File: src/rtl/mac_pkg.sv
// Shared definitions for the multiply-accumulate datapath: product width,
// accumulator FSM states and accumulator sizing helper.
package mac_pkg;

  localparam int MAC_PROD_W = 8;

  typedef enum logic {
    ACCUM = 1'b0,
    HOLD  = 1'b1
  } acc_state_t;

  // Smallest accumulator width that can never carry out over a full frame.
  function automatic int min_acc_w(input int count, input int prod_w);
    return prod_w + $clog2(count);
  endfunction

endpackage

File: src/rtl/product_accumulator.sv
// Sums a fixed-length frame of COUNT unsigned products and presents the total
// with a sticky carry-out flag on a valid/ready result port.
module product_accumulator
  import mac_pkg::*;
#(
  parameter int PROD_W = MAC_PROD_W,
  parameter int ACC_W  = 12,
  parameter int COUNT  = 16
) (
  input  logic              clk,
  input  logic              rst,
  input  logic              clr,
  input  logic              in_valid,
  output logic              in_ready,
  input  logic [PROD_W-1:0] in_prod,
  output logic              out_valid,
  input  logic              out_ready,
  output logic [ACC_W-1:0]  out_sum,
  output logic              out_ovf
);

  localparam int CNT_W = $clog2(COUNT);
  localparam logic [CNT_W-1:0] LAST_BEAT = CNT_W'(COUNT - 1);

  generate
    if (ACC_W < PROD_W) begin : g_bad_acc_w
      $error("product_accumulator: ACC_W must be at least PROD_W");
    end
    if (COUNT < 2) begin : g_bad_count
      $error("product_accumulator: COUNT must be at least 2");
    end
    if (ACC_W < min_acc_w(COUNT, PROD_W)) begin : g_narrow_acc
      $warning("product_accumulator: ACC_W narrower than frame worst case, out_ovf may assert");
    end
  endgenerate

  acc_state_t       state_reg, state_next;
  logic [ACC_W-1:0] acc_reg, acc_next;
  logic [CNT_W-1:0] cnt_reg, cnt_next;
  logic             ovf_reg, ovf_next;
  logic [ACC_W-1:0] sum_reg, sum_next;
  logic             sum_ovf_reg, sum_ovf_next;

  logic [ACC_W:0]   add_full;
  logic [ACC_W-1:0] acc_beat;
  logic             ovf_beat;

  // First beat of a frame loads rather than adds, so no explicit acc clear is needed.
  always_comb begin
    add_full = {1'b0, acc_reg} + (ACC_W + 1)'(in_prod);
    if (cnt_reg == '0) begin
      acc_beat = ACC_W'(in_prod);
      ovf_beat = 1'b0;
    end else begin
      acc_beat = add_full[ACC_W-1:0];
      ovf_beat = ovf_reg | add_full[ACC_W];
    end
  end

  always_ff @(posedge clk or posedge rst) begin
    if (rst) begin
      state_reg   <= ACCUM;
      acc_reg     <= '0;
      cnt_reg     <= '0;
      ovf_reg     <= 1'b0;
      sum_reg     <= '0;
      sum_ovf_reg <= 1'b0;
    end else begin
      state_reg   <= state_next;
      acc_reg     <= acc_next;
      cnt_reg     <= cnt_next;
      ovf_reg     <= ovf_next;
      sum_reg     <= sum_next;
      sum_ovf_reg <= sum_ovf_next;
    end
  end

  always_comb begin
    state_next   = state_reg;
    acc_next     = acc_reg;
    cnt_next     = cnt_reg;
    ovf_next     = ovf_reg;
    sum_next     = sum_reg;
    sum_ovf_next = sum_ovf_reg;
    in_ready     = 1'b0;
    out_valid    = 1'b0;

    case (state_reg)
      ACCUM: in_ready  = 1'b1;
      HOLD:  out_valid = 1'b1;
      default: ;
    endcase

    // clr outranks both beat acceptance and the result handshake.
    if (clr) begin
      state_next = ACCUM;
      cnt_next   = '0;
      ovf_next   = 1'b0;
    end else begin
      case (state_reg)
        ACCUM: begin
          if (in_valid) begin
            acc_next = acc_beat;
            ovf_next = ovf_beat;
            if (cnt_reg == LAST_BEAT) begin
              cnt_next     = '0;
              state_next   = HOLD;
              sum_next     = acc_beat;
              sum_ovf_next = ovf_beat;
            end else begin
              cnt_next = cnt_reg + CNT_W'(1);
            end
          end
        end
        HOLD: begin
          if (out_ready) begin
            state_next = ACCUM;
          end
        end
        default: state_next = ACCUM;
      endcase
    end
  end

  assign out_sum = sum_reg;
  assign out_ovf = sum_ovf_reg;

endmodule

File: config.mk
export PLATFORM = sky130hd
export DESIGN_NAME = product_accumulator
export DESIGN_NICKNAME = d
export VERILOG_FILES = /design/src/rtl/mac_pkg.sv /design/src/rtl/product_accumulator.sv
export SDC_FILE = /design/constraint.sdc
export NUM_CORES = 1
export LEC_CHECK = 0
export BUFFER_PORTS_ARGS = -buffer_cell sky130_fd_sc_hd__buf_2
export CAP_MARGIN = 15
export CORE_ASPECT_RATIO = 1.25
export CORE_UTILIZATION = 60
export DETAILED_ROUTE_END_ITERATION = 8
export GPL_TIMING_DRIVEN = 1
export PLACE_DENSITY = 0.82
export SYNTH_ARGS = -nofsm -noshare
export SYNTH_HDL_FRONTEND = slang
export SYNTH_SLANG_ARGS = --single-unit
File: constraint.sdc
create_clock -name clk -period 3.33 [get_ports clk]
set_clock_uncertainty 0.1 [all_clocks]
set_input_delay 0.4995 -clock clk [delete_from_list [all_inputs] [get_ports clk]]
set_output_delay 0.4995 -clock clk [all_outputs]
set_load 0.005 [all_outputs]
== Word level (Yosys, flattened, before mapping) ==
Index checks and enable logic that the tools add are counted.
Widths: inputs -> output; s select.
Operators by class
  add/sub/neg operators: 2
  bitwise gates (word level): 3
  eq/ne operators: 2
  mux-type cells: 16
  reductions and logical operators: 5
Operators by type and width (number)
  $mux 4: 4
  $add 12x8->13: 1
  $mux 12: 1
  $mux 1: 10
  $add 4x1->4 const B: 1
  $eq 4x4->1 const B: 1
  $logic_not 4->1: 1
  $reduce_and 4->1: 1
  $reduce_and 3->1: 1
  $ne 2x2->1 const B: 1
  $not 1->1: 2
  $pmux 1 s2: 1
  $reduce_and 2->1: 1
  $reduce_bool 2->1: 1
  $or 1x1->1: 1
Word-level totals
  bits in registers: 31
  logic and storage cells: 34
  input bits: 13

== Logic depth before layout (Yosys ltp) ==
  depth after elaboration: 6
  gate-level depth with buffers: 8
  mapped depth without buffers: 8

== Least setup slack after synthesis ==
Ideal clock, no wire load.
  path type: input to register
  start point: in in_prod[0]
  end point: reg acc_reg[10]
  buffers on the path: 0
  slack: 1.062 ns
  cell stages on the path: 8
  required time: 3.161 ns
  arrival: 2.100 ns
  path through: ha_1 inv_1 fa_1 nand2b_1 a211oi_4 o21ai_2 or3_1 nand3_1
On the way
  word-level cells in the longest chain between the ends: 2
RTL lines
  start: declaration: RTL line product_accumulator.sv:15  | input logic [PROD_W-1:0] in_prod,
  $add 12x8->13: RTL line product_accumulator.sv:50  | add_full = {1'b0, acc_reg} + (ACC_W + 1)'(in_prod);
  $mux 12: RTL line product_accumulator.sv:51  | if (cnt_reg == '0) begin
  end signal: assignment: RTL line product_accumulator.sv:70  | acc_reg <= acc_next;
  end: declaration: RTL line product_accumulator.sv:38  | logic [ACC_W-1:0] acc_reg, acc_next;
Every way passes these cells.
A chain may end at the register's enable or synchronous reset.

== Final worst setup path ==
  start point: reg acc_reg[0]
  end point: reg acc_reg[8]
On the way
  word-level cells in the longest chain between the ends: 2
RTL lines (RTL line)
  $add 12x8->13: product_accumulator.sv:50
  $mux 12: product_accumulator.sv:51
Every way passes these cells.

==> results.md <==
- Outcome: complete, no violations
- Layout Utilization: 72.43%
- DR vias: 1506
- Post-synth ARST share: 100.0%
- Period Utilization, post-route: 69.51%
- Clk root buf: clkbuf_4
- Achievable Freq: 432.0 MHz
- Dpl cell area: 1948 um2
- CP Max Fanout: 4
- Clock sink count: 31
- Post-synthesis sequential area ratio: 43.39%
- Layout Nets: 247
- Cell area after layout: 1998 um2
- Total clock buffers created by CTS: 5
- GPL Wtd Cong: 0.8944
- Dpl hpwl: 2898 um
- Netlist cell types: 38
- DRC viols: 0
- Cell area after synthesis: 1788 um2
- Clk slew on worst S/H paths: 100 ps
- Starting Density: 64.81%
- Layout cell share with drive strength beyond 1: 19.20%
- Hold Crit Class: in -> async
- Top post-synthesis cells by area: dfrtp_1, ha_1, nand2_1, a21oi_1, o21ai_1
- DR pass1 iterations: 4
- Antenna viol nets, final: 0
- Total gr overflow: 0
- Core area: 2759 um2
- Area Overhead vs Synth: 11.76%
- Setup violators final: 0
- EDFF count, synth: 0
- Leak Pwr: 0.9622 nW
- Row count: 21
- H-tree levels: 2
- Post-CTS Setup Repair Bufs: 0
- #FFs+latches synth: 31
- Die area: 3204 um2
- Startpoint types: flip-flop
- Initial antenna violation count: 0
- PortBufs: 27
- Slew @ Worst Pin: 661.8 ps
- Post-Route M1 WL: 1702 um
- Total negative setup slack: 0 ps
- Top cell type by total area after synthesis: dfrtp_1
- Yosys top cell area share: 43.39%
- Final Hold Vio Count: 0
- WL met3: 141 um
- First-pass GRT wire length: 6989 um
- Die height: 63.03 um
- Pin count of the biggest net entering global routing: 32
- TritonCTS clock tree: yes
- Iter 0 DRT Violations: 38
- Top routing layer used: met4
- Post-CTS sizing: 0
- Worst Slack Setup Final: 1015 ps
- Post-Synthesis Cells: 194
- Max-slew headroom: 55.88%
- Clock latency at the later pin of the worst-skew pair: 350 ps
- Post-layout min period: 2315 ps
- PnR Total Power: 0.9666 mW
- Mean number of vias per cell: 5.837
- Required time worst endpoint: 3510 ps
- Drt total wl: 3958 um
- Crit path DAT: 2500 ps
- MaxCap Viol Count: 0
- Placed cell count: 250
- Die X: 50.83 um
- Crit Path Class: reg -> reg
- Pwr dens: 483.7 nW/um2
- Vias in the first global route: 1534
- Syn avg cell area: 9.216 um2
- Setup crit end kind: flip-flop
- CTS Buffer Depth: 2
- Pre-CTS setup slack: 789.0 ps
- Cts hold-fix bufs: 0
- GRT Util Overall: 29.69%
- Synth Net Count: 218
- I/O pins: 28
- Met2 wire length: 1995 um
- Routed len/inst: 15.34 um
- Hold_ws: 118.5 ps
- RSZ-0062 raised after global routing: false
- Synth Flop Type: dfrtp_1
- Antenna cell count: 0
- Yosys warns: 0
- Max-slew violations: 0
- VDD IR max: 307.3 uV
- Non-Filler Instances: 258
cells by family (layout without fill, tap and decap cells):
kind of cell / count (synthesis) / in the layout / synth area share, %
AO/OA/AOI/OAI: 58 / 58 / 20.71
flip-flops: 31 / 31 / 43.39
AND/OR/NAND/NOR: 64 / 64 / 16.94
buffers and inverters: 16 / 46 / 3.709
multiplexers: 4 / 4 / 2.239
adder cells (fa/ha/maj): 11 / 11 / 8.118
XOR/XNOR: 10 / 10 / 4.899
cells in the final DEF, fill, tap and decap left out, drive strengths merged, types with 3 or more instances in the layout:
cell type / netlist / routed
a211oi: 3 / 3
a21oi: 17 / 17
buf: 5 / 29
clkbuf: 2 / 7
dfrtp: 31 / 31
ha: 10 / 10
inv: 9 / 9
mux2i: 4 / 4
nand2: 30 / 30
nand3: 4 / 4
nor2: 16 / 16
o21ai: 24 / 24
or3: 4 / 4
xnor2: 3 / 3
xor2: 7 / 7
path summary, 6_finish.rpt:
check | startpoint | end | slack, ps | cells past startpoint
worst max-delay path | acc_reg[0]$_DFFE_PP0P_ | acc_reg[8]$_DFFE_PP0P_ | 1020 | 8
worst min-delay path | rst | out_sum[1]$_DFFE_PP0P_ | 120 | 3
worst max register to register | acc_reg[0]$_DFFE_PP0P_ | acc_reg[8]$_DFFE_PP0P_ | 1020 | 8
worst min register to register | out_sum[7]$_DFFE_PP0P_ | out_sum[7]$_DFFE_PP0P_ | 390 | 2
max in group asynchronous | rst | acc_reg[7]$_DFFE_PP0P_ | 2710 | 3
min in group clk | out_ready | state_reg$_DFF_PP0_ | 220 | 2
worst max-delay path, cell delays in order, from the launching register on:
cell,delay (ps)
dfrtp_1,360
ha_1,190
inv_1,60
fa_1,390
nand2b_1,220
a211oi_4,350
o21ai_2,130
or3_1,360
o21ai_1,80
routing by layer:
| metal | vias up | GRT usage (%) |
|---|---|---|
| met1 | 720 | 35.42 |
| met5 | - | 0 |
| li1 | 732 | - |
| met4 | 0 | 12.85 |
| met2 | 40 | 49.17 |
| met3 | 14 | 8.273 |
power by group:
group | switching, mW | internal, mW | total [mW]
Sequential | 0.0268 | 0.409 | 0.436
Clock | 0.134 | 0.0821 | 0.216
Combinational | 0.190 | 0.125 | 0.315
cells in the mapped netlist (2+ instances only):
cell,number
a21oi_1,17
nor2b_1,2
ha_1,10
o21ai_2,3
nand2_1,30
a21o_1,2
xor2_1,7
nand2b_1,2
buf_2,5
clkbuf_1,2
dfrtp_1,31
o31ai_1,2
nand3_1,4
nor2_1,16
o21ai_0,6
mux2i_1,4
xnor2_1,3
a31oi_1,2
a22oi_1,2
o21ai_1,15
inv_1,9
or3_1,4
final cells by class:
| cell class | instances | area [um2] |
|---|---|---|
| sequential | 31 | 775.7 |
| fill | 216 | 760.7 |
| clock inverter | 1 | 5.005 |
| inverter | 9 | 33.78 |
| multi-input combinational | 147 | 945.9 |
| tap | 34 | 42.54 |
| timing repair buffer | 29 | 150.1 |
| clock buffer | 7 | 45.04 |
(Power assumes the default switching activity.)
